===== config.mk =====
export PLATFORM = sky130hd
export DESIGN_NAME = multi_cycle_ctrl
export DESIGN_NICKNAME = d
export VERILOG_FILES = /design/src/rtl/ctrl_pkg.sv /design/src/rtl/ctrl_out_decode.sv /design/src/rtl/multi_cycle_ctrl.sv
export SDC_FILE = /design/constraint.sdc
export NUM_CORES = 1
export LEC_CHECK = 0
export BUFFER_PORTS_ARGS = -buffer_cell sky130_fd_sc_hd__buf_4
export CAP_MARGIN = 5
export CORE_MARGIN = 1
export CORE_UTILIZATION = 38
export DETAILED_ROUTE_END_ITERATION = 6
export HOLD_SLACK_MARGIN = 0.05
export PLACE_DENSITY = 0.74
export SETUP_SLACK_MARGIN = 0.05
export SYNTH_ARGS = -nofsm -noshare
export SYNTH_HDL_FRONTEND = slang
export SYNTH_SLANG_ARGS = --single-unit

===== constraint.sdc =====
create_clock -name clk -period 1.32 [get_ports clk]
set_input_delay 0.264 -clock clk [delete_from_list [all_inputs] [get_ports clk]]
set_output_delay 0.264 -clock clk [all_outputs]
set_load 0.005 [all_outputs]

===== src/rtl/ctrl_pkg.sv =====
// Shared constants for the multi-cycle MIPS control path: state codes,
// opcodes, ALUOp codes and datapath mux select codes.
package ctrl_pkg;

  typedef enum logic [3:0] {
    S_FETCH   = 4'd0,
    S_DECODE  = 4'd1,
    S_MADDR   = 4'd2,
    S_MRD     = 4'd3,
    S_LWWB    = 4'd4,
    S_MWR     = 4'd5,
    S_REXEC   = 4'd6,
    S_RWB     = 4'd7,
    S_BEQ     = 4'd8,
    S_JUMP    = 4'd9,
    S_IEXEC   = 4'd10,
    S_IWB     = 4'd11,
    S_ILLEGAL = 4'd12
  } state_t;

  localparam logic [5:0] OP_RTYPE = 6'b000000;
  localparam logic [5:0] OP_LW    = 6'b100011;
  localparam logic [5:0] OP_SW    = 6'b101011;
  localparam logic [5:0] OP_BEQ   = 6'b000100;
  localparam logic [5:0] OP_J     = 6'b000010;
  localparam logic [5:0] OP_ADDI  = 6'b001000;

  localparam logic [1:0] ALUOP_ADD   = 2'b00;
  localparam logic [1:0] ALUOP_SUB   = 2'b01;
  localparam logic [1:0] ALUOP_FUNCT = 2'b10;

  localparam logic [1:0] SRCB_B       = 2'b00;
  localparam logic [1:0] SRCB_FOUR    = 2'b01;
  localparam logic [1:0] SRCB_IMM     = 2'b10;
  localparam logic [1:0] SRCB_IMM_SH2 = 2'b11;

  localparam logic [1:0] PCSRC_ALU    = 2'b00;
  localparam logic [1:0] PCSRC_ALUOUT = 2'b01;
  localparam logic [1:0] PCSRC_JUMP   = 2'b10;

endpackage


===== src/rtl/ctrl_out_decode.sv =====
// Combinational decode of the control state into datapath enables and selects.
// Enables that change architectural state are held low while reset is asserted.
module ctrl_out_decode
  import ctrl_pkg::*;
(
  input  logic [3:0] state,
  input  logic       mem_ready,
  input  logic       rst_n,
  output logic       PCWrite,
  output logic       PCWriteCond,
  output logic       IorD,
  output logic       MemRead,
  output logic       MemWrite,
  output logic       IRWrite,
  output logic       MemtoReg,
  output logic       RegWrite,
  output logic       RegDst,
  output logic       ALUSrcA,
  output logic [1:0] ALUSrcB,
  output logic [1:0] PCSource,
  output logic [1:0] ALUOp,
  output logic       illegal_op,
  output logic       instr_done
);

  logic pc_write_raw, pc_write_cond_raw, mem_read_raw, mem_write_raw;
  logic ir_write_raw, reg_write_raw, illegal_raw, done_raw;

  always_comb begin
    // NOTE: every output gets a default before the case so no path infers a latch.
    pc_write_raw      = 1'b0;
    pc_write_cond_raw = 1'b0;
    mem_read_raw      = 1'b0;
    mem_write_raw     = 1'b0;
    ir_write_raw      = 1'b0;
    reg_write_raw     = 1'b0;
    illegal_raw       = 1'b0;
    done_raw          = 1'b0;
    IorD              = 1'b0;
    MemtoReg          = 1'b0;
    RegDst            = 1'b0;
    ALUSrcA           = 1'b0;
    ALUSrcB           = SRCB_B;
    PCSource          = PCSRC_ALU;
    ALUOp             = ALUOP_ADD;

    case (state)
      S_FETCH: begin
        mem_read_raw = 1'b1;
        ALUSrcB      = SRCB_FOUR;
        ir_write_raw = mem_ready;
        pc_write_raw = mem_ready;
      end
      S_DECODE: ALUSrcB = SRCB_IMM_SH2;
      S_MADDR, S_IEXEC: begin
        ALUSrcA = 1'b1;
        ALUSrcB = SRCB_IMM;
      end
      S_MRD: begin
        mem_read_raw = 1'b1;
        IorD         = 1'b1;
      end
      S_LWWB: begin
        reg_write_raw = 1'b1;
        MemtoReg      = 1'b1;
        done_raw      = 1'b1;
      end
      S_MWR: begin
        mem_write_raw = 1'b1;
        IorD          = 1'b1;
        done_raw      = mem_ready;
      end
      S_REXEC: begin
        ALUSrcA = 1'b1;
        ALUOp   = ALUOP_FUNCT;
      end
      S_RWB: begin
        reg_write_raw = 1'b1;
        RegDst        = 1'b1;
        done_raw      = 1'b1;
      end
      S_BEQ: begin
        ALUSrcA           = 1'b1;
        ALUOp             = ALUOP_SUB;
        pc_write_cond_raw = 1'b1;
        PCSource          = PCSRC_ALUOUT;
        done_raw          = 1'b1;
      end
      S_JUMP: begin
        pc_write_raw = 1'b1;
        PCSource     = PCSRC_JUMP;
        done_raw     = 1'b1;
      end
      S_IWB: begin
        reg_write_raw = 1'b1;
        done_raw      = 1'b1;
      end
      S_ILLEGAL: illegal_raw = 1'b1;
      default: ;
    endcase
  end

  assign PCWrite     = pc_write_raw      & rst_n;
  assign PCWriteCond = pc_write_cond_raw & rst_n;
  assign MemRead     = mem_read_raw      & rst_n;
  assign MemWrite    = mem_write_raw     & rst_n;
  assign IRWrite     = ir_write_raw      & rst_n;
  assign RegWrite    = reg_write_raw     & rst_n;
  assign illegal_op  = illegal_raw       & rst_n;
  assign instr_done  = done_raw          & rst_n;

endmodule


===== src/rtl/multi_cycle_ctrl.sv =====
// Main control FSM of the multi-cycle MIPS datapath: state register and
// opcode-driven next-state logic; output decode lives in ctrl_out_decode.
module multi_cycle_ctrl
  import ctrl_pkg::*;
(
  input  logic       clk,
  input  logic       rst_n,
  input  logic [5:0] opcode,
  input  logic       mem_ready,
  input  logic       zero,
  output logic       PCWrite,
  output logic       PCWriteCond,
  output logic       IorD,
  output logic       MemRead,
  output logic       MemWrite,
  output logic       IRWrite,
  output logic       MemtoReg,
  output logic       RegWrite,
  output logic       RegDst,
  output logic       ALUSrcA,
  output logic [1:0] ALUSrcB,
  output logic [1:0] PCSource,
  output logic [1:0] ALUOp,
  output logic       illegal_op,
  output logic       instr_done,
  output logic [3:0] state
);

  state_t state_q, state_d;

  // The branch decision is made in the datapath from zero and PCWriteCond.
  logic unused_zero;
  assign unused_zero = zero;

  always_ff @(posedge clk) begin
    // NOTE: sequential state uses non-blocking assignment so all flops update together.
    if (!rst_n) state_q <= S_FETCH;
    else        state_q <= state_d;
  end

  always_comb begin
    state_d = S_FETCH;
    case (state_q)
      S_FETCH:  state_d = mem_ready ? S_DECODE : S_FETCH;
      S_DECODE: begin
        case (opcode)
          OP_LW, OP_SW: state_d = S_MADDR;
          OP_RTYPE:     state_d = S_REXEC;
          OP_BEQ:       state_d = S_BEQ;
          OP_J:         state_d = S_JUMP;
          OP_ADDI:      state_d = S_IEXEC;
          default:      state_d = S_ILLEGAL;
        endcase
      end
      S_MADDR:  state_d = (opcode == OP_SW) ? S_MWR : S_MRD;
      S_MRD:    state_d = mem_ready ? S_LWWB : S_MRD;
      S_MWR:    state_d = mem_ready ? S_FETCH : S_MWR;
      S_REXEC:  state_d = S_RWB;
      S_IEXEC:  state_d = S_IWB;
      // Final states and the unreachable codes 13-15 all return to fetch.
      default:  state_d = S_FETCH;
    endcase
  end

  assign state = state_q;

  ctrl_out_decode u_decode (
    .state       (state_q),
    .mem_ready   (mem_ready),
    .rst_n       (rst_n),
    .PCWrite     (PCWrite),
    .PCWriteCond (PCWriteCond),
    .IorD        (IorD),
    .MemRead     (MemRead),
    .MemWrite    (MemWrite),
    .IRWrite     (IRWrite),
    .MemtoReg    (MemtoReg),
    .RegWrite    (RegWrite),
    .RegDst      (RegDst),
    .ALUSrcA     (ALUSrcA),
    .ALUSrcB     (ALUSrcB),
    .PCSource    (PCSource),
    .ALUOp       (ALUOp),
    .illegal_op  (illegal_op),
    .instr_done  (instr_done)
  );

endmodule


==> metrics.yaml, run 1 <==
dieHeight_microns: 39.8
synth_enable_flop_cells: 0
yosys.area_share.simple: 0.486
synth-async-reset-ratio: 0
haltStage: "5_1_grt"
postCtsHoldBufs: 0
firstError: "[ERROR DPL-0038] Utilization greater than 100%, impossible to legalize"
pin_count: 32
synth_compound_area_frac: 0.253
ys.flop_type: "dfxtp_1"
synth_fa_ha_area_frac: 0
status: "stopped before the end"
cts-root-buf: "clkbuf_4"
fp.dieW_microns: 39.8
dp_hpwl_microns: 1600
cts_buffer_depth: 2
worstEpCategory: "top-level output"
ys_seq_elements: 4
grt_max_degree: 10
place_congestion: 0.850
cts.htree.levels: 1
cts-buffers-inserted: 3
synth_cell_types: 32
port_buffers: 30
avgSynthCellArea_sq_um: 6.39
cts_num_sinks: 4
initial_core_util: 0.412
synth_xor_area_frac: 0.0323
synth_top_family_by_area: "simple AND/OR/NAND/NOR gates"
syn_inst: 85
row_count: 13
yosys_warnings: 0
yosysSeqAreaShare: 0.147
synth_mux_area_frac: 0
syn_area_sq_um: 543
grt-worst-endpoint: "IRWrite"
synth_nets: 95
dp_cells: 150
Yosys cell counts, drive strengths merged, types with 2 or more instances:
cell type   n  area (sq um)
nor3b       3          22.5
buf         7          36.3
and3        2          17.5
a21oi       8          40.0
nand3       3          20.0
nand2b      5          31.3
nor2b       4          25.0
nor3        8          40.0
inv         2          7.51
nand2       6          22.5
o22ai       2          12.5
dfxtp       4          80.1
nor2       14          52.6
nor4        3          18.8
cells by family after synthesis:
logic type      count (synthesis)
compound gates                 20
xor+xnor                        2
buf+inv                         9
flops                           4
simple gates                   50
per-stage QoR:
step | worst slack (ns) | cell area, sq um | utilization | hold WS (ns)
global placement | -0.0874 | 977 | 0.742 | 0.542
CTS | -0.251 | 1240 | 0.940 | 0.282
detailed placement | -0.107 | 977 | 0.742 | 0.541
floorplan | 0.0368 | 581 | - | 0.386
repair_timing:
item                                    4_1_cts
endpoints found under the setup margin       24
pin swaps                                    13
gates resized for setup                      40
setup buffers                                 9
==> run 2, diff against run 1 <==
Settings changed: CORE_AREA set to 2 2 63 65, CORE_MARGIN 1 to not set, CORE_UTILIZATION 38 to not set, DIE_AREA set to 0 0 65 67, HOLD_SLACK_MARGIN 0.05 to not set, PLACE_DENSITY 0.74 to not set, PLACE_DENSITY_LB_ADDON set to 0.15, SETUP_SLACK_MARGIN 0.05 to not set.
Clock period 1.32 ns to 1.7 ns, I/O delays scaled along.
==> run 2 against run 1 <==
Net effect: the run now ends clean; synthesized area is the same; synthesized cell count unchanged.
==> metrics.yaml, run 2 <==
synthTopCellsByArea: "dfxtp_1, nor2_1, a21oi_1"  # unchanged
yosys-top-cells-count: "nor2_1, a21oi_1, nor3_1, nand2_1"  # unchanged
switching_share: 0.301
path_class: "reg -> out"
grt_pass1_wl_microns: 3370
dp_cells: 165  # was 150
grt_pass1_vias: 775
synth_cell_types: 32  # unchanged
drt_iter0_markers: 16
cp-end-kind: "output pin"
cpMaxStageDelayCell: "dfxtp_4"
path_clk_slew_ns: 0.03
startpoint_type: "flop"
fin_worst_skew_ns: 0.000819
synth_top_area_cell: "dfxtp_1"  # unchanged
cts-root-buf: "clkbuf_8"  # was clkbuf_4
fp.dieArea_sq_um: 4360
yosysMostFrequentCell: "nor2_1"  # unchanged
powerDensity_nw_per_um2: 516
path_cells: "nor2_1, nand2_1, a21oi_1, buf_4"
vias: 757
synth-async-reset-ratio: 0  # unchanged
yosys_warnings: 0  # unchanged
vias_per_cell: 4.45
yosysSeqAreaShare: 0.147  # unchanged
cts_tree: "yes"
fillerInstances: 410
status: "completed"  # was stopped before the end
largest_reg_flops: 4
avgSynthCellArea_sq_um: 6.39  # unchanged
synth_enable_flop_cells: 0  # unchanged
wl_per_cell_microns: 12.1
finalHoldViolations: 0
grt-ovfl-total: 0
min_path_type: "in -> reg"
antenna_left: 0
critPathMaxFanout: 15
place_congestion: 0.759  # was 0.850
syn_area_sq_um: 543  # unchanged
drc: 0
first_pass_iters: 4
cts_buffer_depth: 2  # unchanged
crit_path_max_incr_delay_ns: 0.39
routed_wl_microns: 2060
clkPwrFrac: 0.410
rsz0062_at_grt: "yes"
postCtsHoldBufs: 0  # unchanged
grtUsageTotal: 0.0993
p_comb_frac: 0.361
cts.htree.levels: 1  # unchanged
clk_latency_ns: 0.22
port_buffers: 30  # unchanged
internal_power_mw: 0.343
core-area_sq_um: 3610
row_count: 22  # was 13
min_from: "rst_n"
setup-violations-final: 0
dieHeight_microns: 67  # was 39.8 microns
layout_common_cells: "buf_4, nor2_1, a21oi_1"
antennaDiodeCount: 0
ys.flop_type: "dfxtp_1"  # unchanged
cts-buffers-inserted: 3  # unchanged
synth_nets: 95  # unchanged
ys_seq_elements: 4  # unchanged
ir_drop_mv: 0.178
drive_gt1_frac: 0.467
finalPower_mw: 0.491
yosys.area.top_type_share: 0.147  # unchanged
netSwitchingPower_mw: 0.148
arrival_ns: 1.27
syn_to_final_growth_pct: 75.1
dp_hpwl_microns: 1590  # was 1600 microns
nets: 134
r2r_start: "state[2]$_SDFF_PN0_"
antenna_found_initial: 0
syn_inst: 85  # unchanged
drv_slew: 0
grt_max_degree: 16
cap_violations: 0
max_freq_mhz: 619
seqPwrFrac: 0.229
slew-limit-headroom: 0.735
cts_num_sinks: 4  # unchanged
multi_input_area_sq_um: 442
fp.dieW_microns: 65  # was 39.8 microns
seq_area_sq_um: 92.6
pin_count: 32  # unchanged
period_minus_slack_ns: 1.61
leakagePower_nw: 0.419
critPathRequiredTime_ns: 1.36
final_common_cell: "buf_4"
fin_cells: 170
startpoint: "state[1]$_SDFF_PN0_"
fin_crit_sh: 0.950
worst_pin_slew_ns: 0.394
initial_core_util: 0.151  # was 0.412
## run 2: cell counts after synthesis
Identical to the previous run, type by type.
## run 2: final timing paths
kind	end	slack (ns)	cells after the start
setup / recovery	ALUSrcB[1]	0.09	4
hold reg to reg	state[2]$_SDFF_PN0_	0.51	1
hold / removal	state[0]$_SDFF_PN0_	0.40	2
setup reg to reg	state[2]$_SDFF_PN0_	0.31	5
## run 2: repair_timing
item                       in CTS  in global routing
setup endpoints to repair      13                  6
setup buffers                   0                  2
gates resized for setup         3                 10
pin swaps                       0                  1
## run 2: per-stage QoR
stage | setup TNS [ns] | utilization | instance area [sq um] | hold WS (ns) | setup slack [ns]
2_1_floorplan | 0 | - | 543 | 0.462 | 0.185
5_1_grt | -0.0133 | 0.264 | 951 | 0.421 | -0.00528
3_5_place_dp | 0 | 0.238 | 860 | 0.626 | 0.0997
6_report | 0 | 0.264 | 951 | 0.402 | 0.0852
4_1_cts | 0 | 0.251 | 905 | 0.401 | 0.00517
3_3_place_gp | 0 | 0.238 | 860 | 0.621 | 0.106
## run 2: cell families after synthesis
family,count (synthesis),share of synthesized area
AND/OR/NAND/NOR,50,0.486
XOR/XNOR,2,0.0323
AO/OA/AOI/OAI,20,0.253
buffers and inverters,9,0.0806
flip-flops,4,0.147
## run 2: layout make-up
cell class / instances / share of cell area
Multi-Input combinational cell: 72 / 0.464
Inverter: 2 / 0.00789
Sequential cell: 4 / 0.0974
Tap cell: 48 / 0.0632
Clock buffer: 3 / 0.0434
Timing Repair Buffer: 41 / 0.324
## run 2: power by group through the flow
stage / Clock (mW) / Sequential [mW] / Combinational [mW]
after floorplan: 0 / 0.105 / 0.0881
after global placement: 0 / 0.115 / 0.166
after detailed placement: 0 / 0.115 / 0.167
after CTS: 0.208 / 0.115 / 0.167
after global routing: 0.214 / 0.114 / 0.197
final: 0.201 / 0.112 / 0.177
## run 2: per-layer routing
| metal | up-vias | wire length (microns) | global-route usage |
|---|---|---|---|
| met5 | - | 0 | 0 |
| li1 | 382 | - | - |
| met3 | 2 | 114 | 0.0338 |
| met2 | 22 | 958 | 0.166 |
| met4 | 0 | 6 | 0.0160 |
| met1 | 351 | 983 | 0.125 |
## run 2: worst max-delay path: cells and delay by family, from the launching register on
family | cells | cell delay [ns]
flip-flops | 1 | 0.39
buffers and inverters | 1 | 0.13
AND/OR/NAND/NOR | 2 | 0.35
AO/OA/AOI/OAI | 1 | 0.17
Power figures use the tool's default switching activity.
==> run 3, diff against run 2 <==
Settings changed: SETUP_SLACK_MARGIN set to 0.5.
==> run 3 against run 2 <==
Net effect: final area is 31% higher; clock power grew 4%; register-to-register slack lost 0.16 ns; via count is 5.3% higher; critical path depth increased by 1; count of clock-buffer cells in the layout rose by 1; die area is the same; first-iteration DRC count shrank 19%; utilization up 8.3 points; setup slack better by 0.035 ns; combinational power is 42% higher; critical path type unchanged; largest cell class unchanged.
==> metrics.yaml, run 3 (synthesized netlist as in run 2, its figures left out) <==
arrival_ns: 1.24  # was 1.27 ns
grtUsageTotal: 0.105  # was 0.0993
cts-root-buf: "clkbuf_8"  # unchanged
rsz0062_at_grt: "yes"  # unchanged
cts-buffers-inserted: 3  # unchanged
grt-ovfl-total: 0  # unchanged
largest_reg_flops: 4  # unchanged
min_path_type: "in -> reg"  # unchanged
leakagePower_nw: 0.511  # was 0.419 nW
startpoint_type: "flop"  # unchanged
critPathRequiredTime_ns: 1.36  # about the same
wl_per_cell_microns: 13.2  # was 12.1 microns
status: "completed"  # unchanged
grt_pass1_vias: 777  # was 775
fin_hold_ws_ns: 0.424  # was 0.402 ns
port_buffers: 30  # unchanged
vias_per_cell: 4.33  # was 4.45
vias: 797  # was 757
cts_buffer_depth: 2  # unchanged
dp_hpwl_microns: 1550  # was 1590 microns
path_clk_slew_ns: 0.03  # about the same
initial_core_util: 0.151  # unchanged
grt_pass1_wl_microns: 3590  # was 3370 microns
drv_slew: 0  # unchanged
first_pass_iters: 4  # unchanged
cp-end-kind: "output pin"  # unchanged
cts_num_sinks: 4  # unchanged
setup-violations-final: 0  # unchanged
max_freq_mhz: 633  # was 619 MHz
layout_common_cells: "buf_4, buf_6, a21oi_1, nor2_1, nor2_4"  # was buf_4, nor2_1, a21oi_1
row_count: 22  # unchanged
path_class: "reg -> out"  # unchanged
core-area_sq_um: 3610  # unchanged
drt_iter0_markers: 13  # was 16
fin_worst_skew_ns: 0.000735  # was 0.000819 ns
fp.dieArea_sq_um: 4360  # unchanged
cts_tree: "yes"  # unchanged
dieHeight_microns: 67  # unchanged
grt_max_degree: 19  # was 16
pin_count: 32  # unchanged
slew-limit-headroom: 0.705  # was 0.735
clk_latency_ns: 0.21  # was 0.22 ns
powerDensity_nw_per_um2: 460  # was 516 nW/um^2
final_common_cell: "buf_4"  # unchanged
period_minus_slack_ns: 1.58  # was 1.61 ns
place_congestion: 0.776  # was 0.759
antenna_left: 0  # unchanged
drc: 0  # unchanged
finalHoldViolations: 0  # unchanged
setup_tns_ns: 0  # unchanged
fp.dieW_microns: 65  # unchanged
drive_gt1_frac: 0.647  # was 0.467
routed_wl_microns: 2430  # was 2060 microns
finalPower_mw: 0.575  # was 0.491 mW
syn_to_final_growth_pct: 130  # was 75.1%
ir_drop_mv: 0.192  # was 0.178 mV
cts.htree.levels: 1  # unchanged
cap_violations: 0  # unchanged
fin_crit_sh: 0.929  # was 0.950
antenna_found_initial: 0  # unchanged
critPathMaxFanout: 6  # was 15
worst_pin_slew_ns: 0.439  # was 0.394 ns
antennaDiodeCount: 0  # unchanged
nets: 147  # was 134
==> run 3: cell count changes in the layout (fill, tap and decap cells not counted), moves of 3 or more <==
cell and delta:
nand2b_4 +4, nand2b_1 -3, nor2_1 -5, buf_6 +9
nor3_1 -4, nor2_4 +5
==> run 3: worst paths after layout <==
path	startpoint	endpoint	slack (ns)	depth (start not counted)
hold / removal	rst_n	state[0]$_SDFF_PN0_	0.42	2
setup / recovery	state[1]$_SDFF_PN0_	ALUSrcB[1]	0.12	5
hold reg to reg	state[1]$_SDFF_PN0_	state[1]$_SDFF_PN0_	0.68	3
setup reg to reg	state[2]$_SDFF_PN0_	state[2]$_SDFF_PN0_	0.15	6
==> run 3: what timing repair did <==
action | in CTS | in global routing
setup endpoints to repair | 24 | 24
hold buffers | 0 | 0
buffers inserted | 10 | 11
resized for setup | 19 | 25
pin swaps | 3 | 9
==> run 3: per-stage QoR <==
stage	setup slack, ns	cell area, sq um	cells	utilization
after floorplan	0.420	632	85	-
after global placement	0.137	872	159	0.242
after detailed placement	0.136	872	159	0.242
after CTS	0.137	1070	173	0.297
after global routing	0.0315	1250	184	0.347
final	0.120	1250	184	0.347
==> run 3: power breakdown <==
group          switching (mW)  leakage [nW]  internal (mW)
registers              0.0176        0.0356         0.0971
logic                   0.113         0.453          0.139
clock network          0.0490        0.0228          0.160
total                   0.179         0.511          0.396
==> run 3: critical path, stage by stage (launching register included) <==
cell and delay (ns):
dfxtp_4 0.36, buf_4 0.14, nor2_4 0.11, nand2_1 0.08, a21oi_1 0.19, buf_4 0.14
==> run 3: layout make-up <==
| class | instances | area [sq um] |
|---|---|---|
| clock buffers | 4 | 45.0 |
| fillers | 386 | 2360 |
| inverters | 2 | 7.51 |
| multi-input cells | 72 | 588 |
| flip-flops and latches | 4 | 95.1 |
| well taps | 48 | 60.1 |
| repair buffers | 54 | 454 |
==> run 3: layer usage <==
layer	global-route usage	up-vias	wire [microns]	share of wire
met3	0.0203	0	56	0.023
met2	0.187	15	1200	0.50
li1	-	412	-	-
met4	0.0160	0	0	0
met5	0	-	0	0
met1	0.133	370	1170	0.48
==> run 4, diff against run 3 <==
Clock period 1.7 ns to 1.4 ns, I/O delays scaled along.
==> run 4 against run 3 <==
Net effect: the flow now finishes with violations (negative setup slack); critical path depth down 1; die area unchanged; sequential share of layout area down 1.3 points; global-route usage up 1.7 points; critical path type unchanged; largest cell class unchanged; largest power group unchanged.
==> metrics.yaml, run 4 (synthesized netlist as in run 2, its figures left out) <==
row_count: 22  # unchanged
routed_wl_microns: 2580  # was 2430 microns
pin_count: 32  # unchanged
fin_hold_ws_ns: 0.369  # was 0.424 ns
slew-limit-headroom: 0.745  # was 0.705
core-area_sq_um: 3610  # unchanged
fillerInstances: 359  # was 386
fin_crit_sh: 1.09
violations: "negative setup slack"
antenna_left: 0  # unchanged
fp.dieW_microns: 65  # unchanged
crit_path_max_incr_delay_ns: 0.38  # was 0.36 ns
timing.final.ws_setup_ns: -0.122  # was 0.120 ns
grt_pass1_wl_microns: 4010  # was 3590 microns
initial_core_util: 0.151  # unchanged
internal_power_mw: 0.535  # was 0.396 mW
cp-end-kind: "output pin"  # unchanged
antennaDiodeCount: 0  # unchanged
startpoint: "state[2]$_SDFF_PN0_"  # was state[1]$_SDFF_PN0_
leakagePower_nw: 0.656  # was 0.511 nW
drive_gt1_frac: 0.776  # was 0.647
port_buffers: 30  # unchanged
startpoint_type: "flop"  # unchanged
whs_path_depth: 2  # unchanged
ir_drop_mv: 0.201  # was 0.192 mV
cts_tree: "yes"  # unchanged
p_comb_frac: 0.477  # was 0.437
max_freq_mhz: 657
finalHoldViolations: 0  # unchanged
cts_buffer_depth: 2  # unchanged
path_class: "reg -> out"  # unchanged
path_cells: "buf_8, nand2b_4, nor3_4, buf_4"  # was buf_4, nor2_4, nand2_1, a21oi_1, buf_4
post-route-util: 0.418  # was 0.347
cts-buffers-inserted: 3  # unchanged
final_common_cell: "buf_4"  # unchanged
drc: 0  # unchanged
vias: 895  # was 797
netSwitchingPower_mw: 0.254  # was 0.179 mW
critPathMaxFanout: 7  # was 6
grt_max_degree: 12  # was 19
rsz0062_at_grt: "yes"  # unchanged
first_pass_iters: 4  # unchanged
fin_cells: 200  # was 184
seq_area_sq_um: 95.1  # unchanged
seqPwrFrac: 0.176  # was 0.199
largest_reg_flops: 4  # unchanged
clk_latency_ns: 0.23  # was 0.21 ns
r2r_start: "state[2]$_SDFF_PN0_"  # unchanged
cts-root-buf: "clkbuf_8"  # unchanged
vias_per_cell: 4.48  # was 4.33
clkPwrFrac: 0.347  # was 0.364
grt-ovfl-total: 0  # unchanged
multi_input_area_sq_um: 666  # was 588 sq um
cts_num_sinks: 4  # unchanged
postCtsHoldBufs: 0  # unchanged
wl_per_cell_microns: 12.9  # was 13.2 microns
path_clk_slew_ns: 0.04  # was 0.03 ns
grt_pass1_vias: 857  # was 777
setup-violations-final: 14  # was 0
dp_hpwl_microns: 1750  # was 1550 microns
syn_to_final_growth_pct: 178  # was 130%
finalPower_mw: 0.789  # was 0.575 mW
antenna_found_initial: 0  # unchanged
period_minus_slack_ns: 1.52
fp.dieArea_sq_um: 4360  # unchanged
min_from: "rst_n"  # unchanged
worst_pin_slew_ns: 0.379  # was 0.439 ns
switching_share: 0.322  # was 0.312
nets: 163  # was 147
fin_worst_skew_ns: 0.00881  # was 0.000735 ns
dieHeight_microns: 67  # unchanged
cpMaxStageDelayCell: "dfxtp_4"  # unchanged
grtUsageTotal: 0.123  # was 0.105
status: "finished, violations left"  # was completed
arrival_ns: 1.24  # about the same
place_congestion: 0.738  # was 0.776
drt_iter0_markers: 11  # was 13
drv_slew: 0  # unchanged
cap_violations: 0  # unchanged
min_path_type: "in -> reg"  # unchanged
powerDensity_nw_per_um2: 523  # was 460 nW/um^2
r2r_cells: 5  # was 6
cts.htree.levels: 1  # unchanged
layout_common_cells: "buf_4, buf_6, nor2_1"  # was buf_4, buf_6, a21oi_1, nor2_1, nor2_4
critPathRequiredTime_ns: 1.12  # was 1.36 ns
dp_cells: 176  # was 159
-- run 4: worst paths after layout --
| check | to | slack [ns] |
|---|---|---|
| hold / removal | state[0]$_SDFF_PN0_ | 0.37 |
| hold reg to reg | state[2]$_SDFF_PN0_ | 0.65 |
| setup / recovery | PCWrite | -0.12 |
| setup reg to reg | state[2]$_SDFF_PN0_ | 0 |
-- run 4: power groups by stage --
| stage | sequential (mW) | clock (mW) | combinational, mW |
|---|---|---|---|
| floorplan | 0.129 | 0 | 0.147 |
| global placement | 0.144 | 0 | 0.256 |
| detailed placement | 0.143 | 0 | 0.257 |
| CTS | 0.135 | 0.280 | 0.344 |
| global route | 0.141 | 0.289 | 0.405 |
| finish | 0.139 | 0.274 | 0.376 |
-- run 4: cell type report --
class | count | share of cell area
timing repair buffer | 70 | 0.421
tap | 48 | 0.0398
clock buffer | 4 | 0.0299
inverter | 2 | 0.00498
sequential | 4 | 0.0631
multi-input combinational | 72 | 0.441
-- run 4: per-stage QoR --
step	TNS (ns)	setup slack, ns	cell area, sq um
after floorplan	0	0.164	693
after global placement	-0.0354	-0.0354	1060
after detailed placement	-0.0200	-0.0200	1060
after CTS	-0.759	-0.0897	1410
after global routing	-1.60	-0.151	1510
final	-0.701	-0.122	1510
-- run 4: routing by layer --
layer  GRT usage  vias up  share of wire  wire length (microns)
li1            -      441              -                      -
met1       0.136      431           0.41                   1070
met3      0.0236        5          0.038                     99
met2       0.228       18           0.53                   1370
met4      0.0479        0          0.014                     36
met5           0        -              0                      0
-- run 4: critical path, delay by kind of cell (launching register included) --
family	cells	cell delay [ns]
buffers and inverters	2	0.29
and+or+nand+nor	2	0.34
DFF	1	0.38
-- run 4: repair_timing --
item                                    in CTS  in global routing
gates cloned                                 1                  0
buffers inserted                            18                  1
endpoints found under the setup margin      26                 26
pin swaps                                   14                  9
gates resized for setup                     35                 21
